**config.mk**
```make
export PLATFORM = sky130hd
export DESIGN_NAME = jt7759_dfetch_flat
export DESIGN_NICKNAME = d
export VERILOG_FILES = /design/src/rtl/jt7759_dfetch_if.sv /design/src/rtl/jt7759_dfetch.sv /design/src/flat_wrapper.sv
export SDC_FILE = /design/constraint.sdc
export NUM_CORES = 1
export LEC_CHECK = 0
export ABC_AREA = 1
export CORE_MARGIN = 2
export CORE_UTILIZATION = 52
export DETAILED_ROUTE_END_ITERATION = 10
export PLACE_DENSITY = 0.81
export SKIP_CTS_REPAIR_TIMING = 1
export SYNTH_ARGS = -nofsm -noshare
export SYNTH_HDL_FRONTEND = slang
export SYNTH_SLANG_ARGS = --single-unit
```
**constraint.sdc**
```tcl
create_clock -name clk -period 2.8 [get_ports clk]
set_clock_uncertainty 0.05 [all_clocks]
set_input_delay 0.56 -clock clk [delete_from_list [all_inputs] [get_ports clk]]
set_output_delay 0.56 -clock clk [all_outputs]
set_load 0.05 [all_outputs]
```
**src/rtl/jt7759_dfetch_if.sv**
```systemverilog
// Sample-data bus of the uPD7759 fetch FIFO: ROM port, host write port and control read port.
// master: the fetch block; slave: the ROM/host/control side driving it.
interface jt7759_dfetch_if #(
    parameter int unsigned AW = 17
);
    logic          rd;
    logic [7:0]    dout;
    logic          dout_ok;
    logic          rom_cs;
    logic [AW-1:0] rom_addr;
    logic [7:0]    rom_data;
    logic          rom_ok;
    logic          cs;
    logic          wrn;
    logic [7:0]    din;
    logic          drqn;

    modport master (
        input  rd, rom_data, rom_ok, cs, wrn, din,
        output dout, dout_ok, rom_cs, rom_addr, drqn
    );

    modport slave (
        output rd, rom_data, rom_ok, cs, wrn, din,
        input  dout, dout_ok, rom_cs, rom_addr, drqn
    );
endinterface

```
**src/rtl/jt7759_dfetch.sv**
```systemverilog
// Sample-data fetch FIFO for the uPD7759: ROM prefetch (master) or host DRQ writes (slave).
// Optional sticky overflow flag enabled by defining JT7759_DFETCH_OVF_EN.
module jt7759_dfetch #(
    parameter int unsigned AW      = 17,
    parameter int unsigned DEPTH   = 4,
    parameter int unsigned DRQ_GAP = 31
) (
    input  logic                     clk,
    input  logic                     rstn,
    input  logic                     cen_ctl,
    input  logic                     mdn,
    input  logic                     flush,
    input  logic [AW-1:0]            flush_addr,
    input  logic                     busyn,
    output logic [$clog2(DEPTH):0]   level,
    output logic                     ovf,
    jt7759_dfetch_if.master          bus
);
    localparam int unsigned PW = $clog2(DEPTH);
    localparam int unsigned CW = PW + 1;
    localparam int unsigned GW = (DRQ_GAP > 0) ? $clog2(DRQ_GAP + 1) : 1;

    typedef enum logic { IDLE = 1'b0, REQ = 1'b1 } state_t;

    state_t        state, state_nx;
    logic [7:0]    mem [DEPTH];
    logic [PW-1:0] wr_ptr, rd_ptr;
    logic [GW-1:0] gap;
    logic          rd_l, wr_l, pend;
    logic          clr_c, full_c, empty_c, wr_act_c, wr_edge_c, rd_rise_c;
    logic          push_c, pop_c, store_c;

    assign full_c    = level == CW'(DEPTH);
    assign empty_c   = level == '0;
    assign clr_c     = flush | busyn;
    assign wr_act_c  = bus.cs & ~bus.wrn;
    assign wr_edge_c = wr_act_c & ~wr_l;
    assign rd_rise_c = bus.rd & ~rd_l;
    // a push into a full FIFO only lands if a pop frees the slot on the same edge
    assign store_c   = push_c & (~full_c | pop_c);

    always_ff @(posedge clk) begin
        if (!rstn) state <= IDLE;
        else       state <= state_nx;
    end

    // Fetch FSM plus push/pop decode; flush and idle force everything back to IDLE
    always_comb begin
        state_nx = state;
        push_c   = 1'b0;
        pop_c    = 1'b0;
        if (clr_c) begin
            state_nx = IDLE;
        end else begin
            pop_c  = bus.rd & (pend | rd_rise_c) & ~empty_c;
            push_c = mdn ? (state == REQ && bus.rom_ok) : wr_edge_c;
            case (state)
                IDLE:    if (!full_c && gap == '0 && !push_c) state_nx = REQ;
                REQ:     if (push_c) state_nx = IDLE;
                default: state_nx = IDLE;
            endcase
        end
    end

    always_ff @(posedge clk) begin
        if (rstn && store_c) mem[wr_ptr] <= mdn ? bus.rom_data : bus.din;
    end

    always_ff @(posedge clk) begin
        if (!rstn) begin
            wr_ptr       <= '0;
            rd_ptr       <= '0;
            level        <= '0;
            gap          <= '0;
            pend         <= 1'b0;
            rd_l         <= 1'b0;
            wr_l         <= 1'b0;
            bus.dout     <= 8'd0;
            bus.dout_ok  <= 1'b0;
            bus.rom_addr <= '0;
            bus.rom_cs   <= 1'b0;
            bus.drqn     <= 1'b1;
        end else begin
            rd_l       <= bus.rd;
            wr_l       <= wr_act_c;
            bus.rom_cs <= (state_nx == REQ) & mdn;
            bus.drqn   <= state_nx != REQ;

            if (flush)              bus.rom_addr <= flush_addr;
            else if (push_c && mdn) bus.rom_addr <= bus.rom_addr + AW'(1);

            if (clr_c) begin
                wr_ptr <= '0;
                rd_ptr <= '0;
                level  <= '0;
                pend   <= 1'b0;
            end else begin
                if (store_c) wr_ptr <= wr_ptr + PW'(1);
                if (pop_c)   rd_ptr <= rd_ptr + PW'(1);
                if (store_c && !pop_c)      level <= level + CW'(1);
                else if (pop_c && !store_c) level <= level - CW'(1);
                if (!bus.rd || pop_c) pend <= 1'b0;
                else if (rd_rise_c)   pend <= 1'b1;
            end

            if (pop_c) bus.dout <= mem[rd_ptr];
            if (!bus.rd)    bus.dout_ok <= 1'b0;
            else if (pop_c) bus.dout_ok <= 1'b1;

            // pacing: reload on every push, count down on control clock enables
            if (push_c)                     gap <= GW'(DRQ_GAP);
            else if (cen_ctl && gap != '0)  gap <= gap - GW'(1);
        end
    end

`ifdef JT7759_DFETCH_OVF_EN
    always_ff @(posedge clk) begin
        if (!rstn || flush)                          ovf <= 1'b0;
        else if (push_c && !mdn && full_c && !pop_c) ovf <= 1'b1;
    end
`else
    assign ovf = 1'b0;
`endif
endmodule

```
**src/flat_wrapper.sv**
```systemverilog
// flat-port wrapper written by rule: the top's interface ports become plain ports
module jt7759_dfetch_flat 
#(
    parameter int unsigned AW      = 17,
    parameter int unsigned DEPTH   = 4,
    parameter int unsigned DRQ_GAP = 31
)
  (clk, rstn, cen_ctl, mdn, flush, flush_addr, busyn, level, ovf, bus_rd, bus_rom_data, bus_rom_ok, bus_cs, bus_wrn, bus_din, bus_dout, bus_dout_ok, bus_rom_cs, bus_rom_addr, bus_drqn);
  jt7759_dfetch_if #(.AW(AW)) bus_i ();
  input  logic clk;
  input  logic rstn;
  input  logic cen_ctl;
  input  logic mdn;
  input  logic flush;
  input  logic [AW-1:0] flush_addr;
  input  logic busyn;
  output logic [$clog2(DEPTH):0] level;
  output logic ovf;
  input wire logic [$bits(bus_i.rd)-1:0] bus_rd;
  input wire logic [$bits(bus_i.rom_data)-1:0] bus_rom_data;
  input wire logic [$bits(bus_i.rom_ok)-1:0] bus_rom_ok;
  input wire logic [$bits(bus_i.cs)-1:0] bus_cs;
  input wire logic [$bits(bus_i.wrn)-1:0] bus_wrn;
  input wire logic [$bits(bus_i.din)-1:0] bus_din;
  output wire logic [$bits(bus_i.dout)-1:0] bus_dout;
  output wire logic [$bits(bus_i.dout_ok)-1:0] bus_dout_ok;
  output wire logic [$bits(bus_i.rom_cs)-1:0] bus_rom_cs;
  output wire logic [$bits(bus_i.rom_addr)-1:0] bus_rom_addr;
  output wire logic [$bits(bus_i.drqn)-1:0] bus_drqn;
  assign bus_i.rd = bus_rd;
  assign bus_i.rom_data = bus_rom_data;
  assign bus_i.rom_ok = bus_rom_ok;
  assign bus_i.cs = bus_cs;
  assign bus_i.wrn = bus_wrn;
  assign bus_i.din = bus_din;
  assign bus_dout = bus_i.dout;
  assign bus_dout_ok = bus_i.dout_ok;
  assign bus_rom_cs = bus_i.rom_cs;
  assign bus_rom_addr = bus_i.rom_addr;
  assign bus_drqn = bus_i.drqn;
  jt7759_dfetch #(.AW(AW), .DEPTH(DEPTH), .DRQ_GAP(DRQ_GAP)) u_core (.clk(clk), .rstn(rstn), .cen_ctl(cen_ctl), .mdn(mdn), .flush(flush), .flush_addr(flush_addr), .busyn(busyn), .level(level), .ovf(ovf), .bus(bus_i));
endmodule
```
==> results.py <==
metrics = {
    "status": {
        "status": "complete, no violations",
    },
    "synth": {
        "synth_edf_count": 32,
        "synth_common_cells": "nand2_1, nor2_1, inv_1",
        "ys_seq_area_share_pct": 49.5,
        "synth_seq_cells": 76,
        "synth.distinct_cells": 36,
        "syn_avg_cell_area_sq_um": 8.05,
        "yosys_warnings": 0,
        "synthTopCellsByArea": "edfxtp_1, dfxtp_1, nand2_1",
        "synth_ff_type": "dfxtp_1",
        "async_reset_ff_share_pct": 0,
        "synth_cells": 462,
        "syn-num-nets": 514,
        "synth_top_area_cell": "edfxtp_1",
        "synth_top_area_share_pct": 25.8,
        "syn-cell-area_sq_um": 3720,
        "synth.most_common_cell": "nand2_1",
    },
    "cells_and_area": {
        "synthToLayoutAreaGrowth_pct": 28.1,
        "fin_nets": 598,
        "antennaDiodeCount": 0,
        "drive_gt1_share_pct": 9.80,
        "nFillCells": 543,
        "final_cell_area_sq_um": 4770,
    },
    "setup_path": {
        "timing.rr.end": "u_core.level[2]",
        "start_kind": "input pin",
        "path_max_fanout": 3,
        "required_ns": 2.98,
        "cp_num_buf_inv": 3,
        "r2r-start": "u_core.level[0]",
        "slowest_stage": "clkdlybuf4s50_1",
        "crit_end": "u_core.level[2]",
        "crit_arrival_ns": 2.64,
        "critPathLaunch": "flush",
        "end_kind": "register",
        "slowest_delay_ns": 0.47,
        "crit_type": "input pin to register",
        "crit_family": "buffers and inverters",
        "reg2reg_slack_ns": 0.58,
        "rr_worst_depth": 13,
        "cp.depth": 13,
        "crit_chain": "clkdlybuf4s50_1 > nor2_4 > nand4_4 > nand3_1 > nand2_2 > inv_2 > ha_1 > inv_1 > fa_1 > a21oi_1 > o21ai_0 > o21ai_0 > a21oi_1",
    },
    "sta": {
        "fmax_mhz": 407,
        "rsz0062_at_grt": "false",
        "setup_viol": 0,
        "worst_slew_pin_slew_ns": 0.648,
        "drv_slew": 0,
        "max-slew-margin-rel_pct": 56.8,
        "period_needed_ns": 2.46,
        "tns_ns": 0,
        "min_period_over_period_pct": 87.8,
        "hold_violations": 0,
        "fin_hold_ws_ns": 0.419,
    },
    "die": {
        "start_util_pct": 54.2,
        "die_area_sq_um": 7850,
        "ios": 75,
        "rows": 30,
        "die_height_um": 88.6,
        "chipWidth_um": 88.6,
        "core_sq_um": 6870,
    },
    "route": {
        "first_pass_iters": 7,
        "vias_per_cell": 5.17,
        "drtIter0Drc": 271,
        "drt-total-wl_mm": 9.12,
        "via_count": 3345,
        "drc": 0,
        "ant_nets": 0,
        "wl_per_cell_um": 14.1,
    },
    "clock_tree": {
        "cts_inserted_buffers": 9,
        "cts-root-buf": "clkbuf_8",
        "clock_latency_ns": 0.35,
        "cts.path.max_buffers": 2,
        "htree_levels": 3,
        "cts_tree": "yes",
        "path_clk_slew_ns": 0.08,
        "clkSinkCount": 76,
    },
    "place": {
        "place_area_sq_um": 4590,
        "gp_congestion": 0.855,
        "hpwl_mm": 6.55,
        "portBuffers": 73,
    },
    "global_route": {
        "first_global_vias": 3291,
        "grt_pass1_wl_mm": 15.1,
        "grt_max_degree": 19,
        "grt_usage_pct": 24.9,
        "antenna_found_initial": 0,
        "overflow": 0,
    },
    "job": {
        "maxCapViolations": 0,
    },
    "pwr": {
        "peakVddDrop_mv": 0.366,
        "power_density_nw_per_um2": 533,
        "p_leak_uw": 0.00193,
    },
    "hold_path": {
        "hp-class": "register to register",
    },
}
-- cell families after synthesis --
logic type | synth area share [%]
fa+ha+maj | 3.23
other cells | 0.101
mux | 0.269
xor+xnor | 1.88
flops | 49.5
buf+inv | 8.00
simple gates | 25.9
compound gates | 11.1
-- where the power goes --
part | switching, uW | internal (uW)
Clock | 423 | 325
Sequential | 48.5 | 1210
Combinational | 315 | 220
Total | 787 | 1760
-- placed cells by master (no fill, tap or decap), types with 2 or more instances in the layout --
cell type | netlist | layout
nand4_4 | 2 | 2
nand2_1 | 95 | 95
nor3_1 | 5 | 5
a31oi_1 | 11 | 11
dfxtp_1 | 44 | 44
xor2_1 | 6 | 6
edfxtp_1 | 32 | 32
inv_1 | 48 | 48
o21ai_1 | 5 | 5
o21ai_0 | 37 | 37
clkinv_4 | 0 | 3
nand3_1 | 24 | 24
xnor2_1 | 2 | 2
nor2_4 | 3 | 3
clkinv_1 | 2 | 3
o211ai_1 | 2 | 2
clkdlybuf4s50_1 | 0 | 73
ha_1 | 8 | 8
clkbuf_8 | 0 | 9
nor2_1 | 74 | 74
buf_4 | 3 | 14
nor2_2 | 6 | 6
a21oi_1 | 21 | 21
nand2_2 | 2 | 2
inv_2 | 7 | 7
or2_2 | 2 | 2
-- sequential cells by signal (all words and copies together) (netlist names) --
register / cells
u_core.mem: 32
u_core.bus.rom_addr: 17
u_core.bus.dout: 8
u_core.gap: 5
u_core.level: 3
u_core.rd_ptr: 2
u_core.wr_ptr: 2
u_core.bus.dout_ok: 1
u_core.bus.drqn: 1
u_core.bus.rom_cs: 1
u_core.pend: 1
u_core.rd_l: 1
u_core.state: 1
u_core.wr_l: 1
-- per-layer routing --
layer  vias up  global-route usage (%)  routed length [um]
li1       1669                       -                   -
met1      1531                    31.2                3860
met2       127                    42.9                4590
met3        18                    4.29                 486
met4         0                    10.1                 179
met5         -                       0                   0
-- worst reg2reg max path, stage by stage, from the launching register on --
cell and delay (ns):
dfxtp_1 0.44, nor2_1 0.11, nand2_1 0.14, nand4_4 0.09
nand3_1 0.11, nand2_2 0.07, inv_2 0.05, ha_1 0.13
inv_1 0.06, fa_1 0.38, a21oi_1 0.14, o21ai_0 0.11
o21ai_0 0.16, a21oi_1 0.06
-- worst min-delay path by stage --
stage             startpoint            end  slack [ns]  cells after the start
2_1_floorplan  u_core.gap[4]  u_core.gap[4]        0.39                      2
3_3_place_gp   u_core.gap[4]  u_core.gap[4]        0.40                      2
3_5_place_dp   u_core.gap[4]  u_core.gap[4]        0.41                      2
4_1_cts        u_core.gap[4]  u_core.gap[4]        0.42                      2
5_1_grt        u_core.gap[4]  u_core.gap[4]        0.44                      2
6_report       u_core.gap[4]  u_core.gap[4]        0.42                      2
-- stage by stage --
stage / power, uW / setup slack [ns] / instances / utilization [%]
after global placement: 1790 / 0.0203 / 631 / 66.9
after global routing: 2680 / 0.0999 / 647 / 69.4
final: 2540 / 0.342 / 647 / 69.4
after CTS: 2550 / 0.337 / 647 / 69.4
after floorplan: 1640 / 0.328 / 462 / -
after detailed placement: 1820 / -0.0140 / 631 / 66.9
-- cell type report --
cell class,count,area (sq um),area share [%]
clock buffers,9,124,2.60
clock inverters,7,51.3,1.08
inverters,57,214,4.49
multi-input cells,315,1580,33.2
flip-flops and latches,76,1840,38.6
well taps,96,120,2.52
repair buffers,87,836,17.5
No activity file was read; power rests on OpenSTA's default activity.
==> RTL change: new RTL, config.mk and constraints unchanged <==
`AW` is set to 17 in 3 places; all go to 34.
--- a/src/rtl/jt7759_dfetch_if.sv
+++ b/src/rtl/jt7759_dfetch_if.sv
@@ -1,7 +1,7 @@
 // Sample-data bus of the uPD7759 fetch FIFO: ROM port, host write port and control read port.
 // master: the fetch block; slave: the ROM/host/control side driving it.
 interface jt7759_dfetch_if #(
-    parameter int unsigned AW = 17
+    parameter int unsigned AW = 34
 );
     logic          rd;
     logic [7:0]    dout;
--- a/src/rtl/jt7759_dfetch.sv
+++ b/src/rtl/jt7759_dfetch.sv
@@ -1,7 +1,7 @@
 // Sample-data fetch FIFO for the uPD7759: ROM prefetch (master) or host DRQ writes (slave).
 // Optional sticky overflow flag enabled by defining JT7759_DFETCH_OVF_EN.
 module jt7759_dfetch #(
-    parameter int unsigned AW      = 17,
+    parameter int unsigned AW      = 34,
     parameter int unsigned DEPTH   = 4,
     parameter int unsigned DRQ_GAP = 31
 ) (
--- a/src/flat_wrapper.sv
+++ b/src/flat_wrapper.sv
@@ -1,7 +1,7 @@
 // flat-port wrapper written by rule: the top's interface ports become plain ports
 module jt7759_dfetch_flat 
 #(
-    parameter int unsigned AW      = 17,
+    parameter int unsigned AW      = 34,
     parameter int unsigned DEPTH   = 4,
     parameter int unsigned DRQ_GAP = 31
 )
Ports: changed (resized bus_rom_addr and flush_addr); port bits go from 75 to 109. The function was not compared with the original's and may differ.
==> RTL change against the unedited design <==
- routed wire length is 47% higher
- sequential cell count is 17 higher
- final area is 35% higher
- area after synthesis is 34% higher
- count of clock-buffer cells in the layout is 1 higher
- worst setup slack worse by 0.081 ns
- global-route usage is 1.4 points higher
- power is 22% higher
- worst hold slack better by 0.0094 ns
- via count is 46% higher
- critical endpoint unchanged
- register-to-register slack better by 0.03 ns
==> RTL change: results (changes against the unedited design) <==
largest net degree at the start of global routing - 33 (was 19)
Pre-antenna DRT Iters - 5 (was 7)
Total Wirelength - 13400 um (was 9120 um)
hold_sp - u_core.bus.dout_ok$_SDFFE_PN0P_ (was u_core.gap[4]$_SDFFE_PN0P_)
status - finished clean (unchanged)
syn_nets - 758 (was 514)
input/output buffers - 107 (was 73)
Synthesis Warnings - 0 (unchanged)
R2R depth - 13 (unchanged)
fin crit share - 90.7% (was 87.8%)
vias - 4886 (was 3345)
Leak - 2.57 nW (was 1.93 nW)
post-synthesis cell type count - 40 (was 36)
RR Startpoint - u_core.state$_SDFF_PN0_ (was u_core.level[0]$_SDFFE_PP0P_)
Min Hold Slack - 0.428 ns (was 0.419 ns)
GPL Wtd Cong - 0.949 (was 0.855)
drt first-iter violations - 175 (was 271)
Worst path max stage delay - 0.49 ns (was 0.47 ns)
vias in the first global route - 4743 (was 3291)
hold path endpoint - u_core.bus.dout_ok$_SDFFE_PN0P_ (was u_core.gap[4]$_SDFFE_PN0P_)
ratio of cells with drive above 1 in the final layout - 7.91% (was 9.80%)
Cells after Synth - 689 (was 462)
worst slew pin tran - 0.512 ns (was 0.648 ns)
register area share after synthesis - 43.8% (was 49.5%)
clk buf depth - 2 (unchanged)
DP HPWL - 9880 um (was 6550 um)
top flop regs - u_core.bus.rom_addr (34), u_core.mem (32), u_core.bus.dout (8) (was u_core.mem (32), u_core.bus.rom_addr (17), u_core.bus.dout (8))
Inserted Clock Buffers - 9 (unchanged)
Max VDD drop - 0.296 mV (was 0.366 mV)
first-pass GRT wire length - 21600 um (was 15100 um)
cell total after placement - 922 (was 631)
pre-CTS WS - -0.0749 ns (was -0.0140 ns)
via density per instance - 5.21 (was 5.17)
Filler cells - 779 (was 543)
antenna violations before repair - 0 (unchanged)
dpl cell area - 0.00623 mm^2 (was 0.00459 mm^2)
H-tree Lvls - 3 (unchanged)
Reg2Reg Setup Slack - 0.61 ns (was 0.58 ns)
CP arrival - 2.73 ns (was 2.64 ns)
Final nets - 873 (was 598)
asr flop ratio synth - 0% (unchanged)
Crit. Startpoint - mdn (was flush)
Synth top cells by count - nand2_1, nor2_1, inv_1, dfxtp_1, o21ai_0 (unchanged)
root buffer cell - clkbuf_8 (unchanged)
total track usage - 26.3% (was 24.9%)
top cells by area, synth - dfxtp_1, edfxtp_1, nand2_1 (was edfxtp_1, dfxtp_1, nand2_1)
## RTL change: cell count changes after synthesis, moves of 8 or more
cell,change
nor2_1,+47
nand2_1,+87
a21oi_1,+8
nand3_1,+11
o21ai_0,+8
inv_1,+21
dfxtp_1,+17
## RTL change: logic make-up (layout without fill, tap and decap cells)
family | after synthesis | after routing | share of synthesized area (%)
buffers and inverters | 102 | 222 | 8.73
XOR/XNOR | 13 | 13 | 2.28
flip-flops | 93 | 93 | 43.8
adder cells (fa/ha/maj) | 9 | 9 | 2.41
other | 1 | 1 | 0.0752
AND/OR/NAND/NOR | 370 | 370 | 31.6
AO/OA/AOI/OAI | 101 | 101 | 11.2
## RTL change: cell type report
type	count	area (um^2)	area share (%)
inverter	80	303	4.71
clock inverter	6	71.3	1.11
timing repair buffer	126	1210	18.9
multi-input combinational	494	2370	36.9
clock buffer	10	128	1.99
tap	129	161	2.51
sequential	93	2180	33.9
## RTL change: power breakdown
| group | internal [mW] | switching [mW] |
|---|---|---|
| registers | 1.47 | 0.0643 |
| clock network | 0.422 | 0.499 |
| logic | 0.259 | 0.390 |
## RTL change: critical path, delay by kind of cell
kind | cells | cell delay [ns]
buf+inv | 4 | 0.70
simple gates | 4 | 0.40
compound gates | 5 | 0.56
fa+ha+maj | 2 | 0.51
## RTL change: metal layers
| layer | up-vias | part of all wire (%) | track usage [%] |
|---|---|---|---|
| met5 | - | 0 | 0 |
| met4 | 0 | 3.0 | 11.5 |
| met3 | 33 | 6.3 | 3.56 |
| met2 | 181 | 51 | 47.7 |
| met1 | 2240 | 40 | 31.0 |
| li1 | 2432 | - | - |
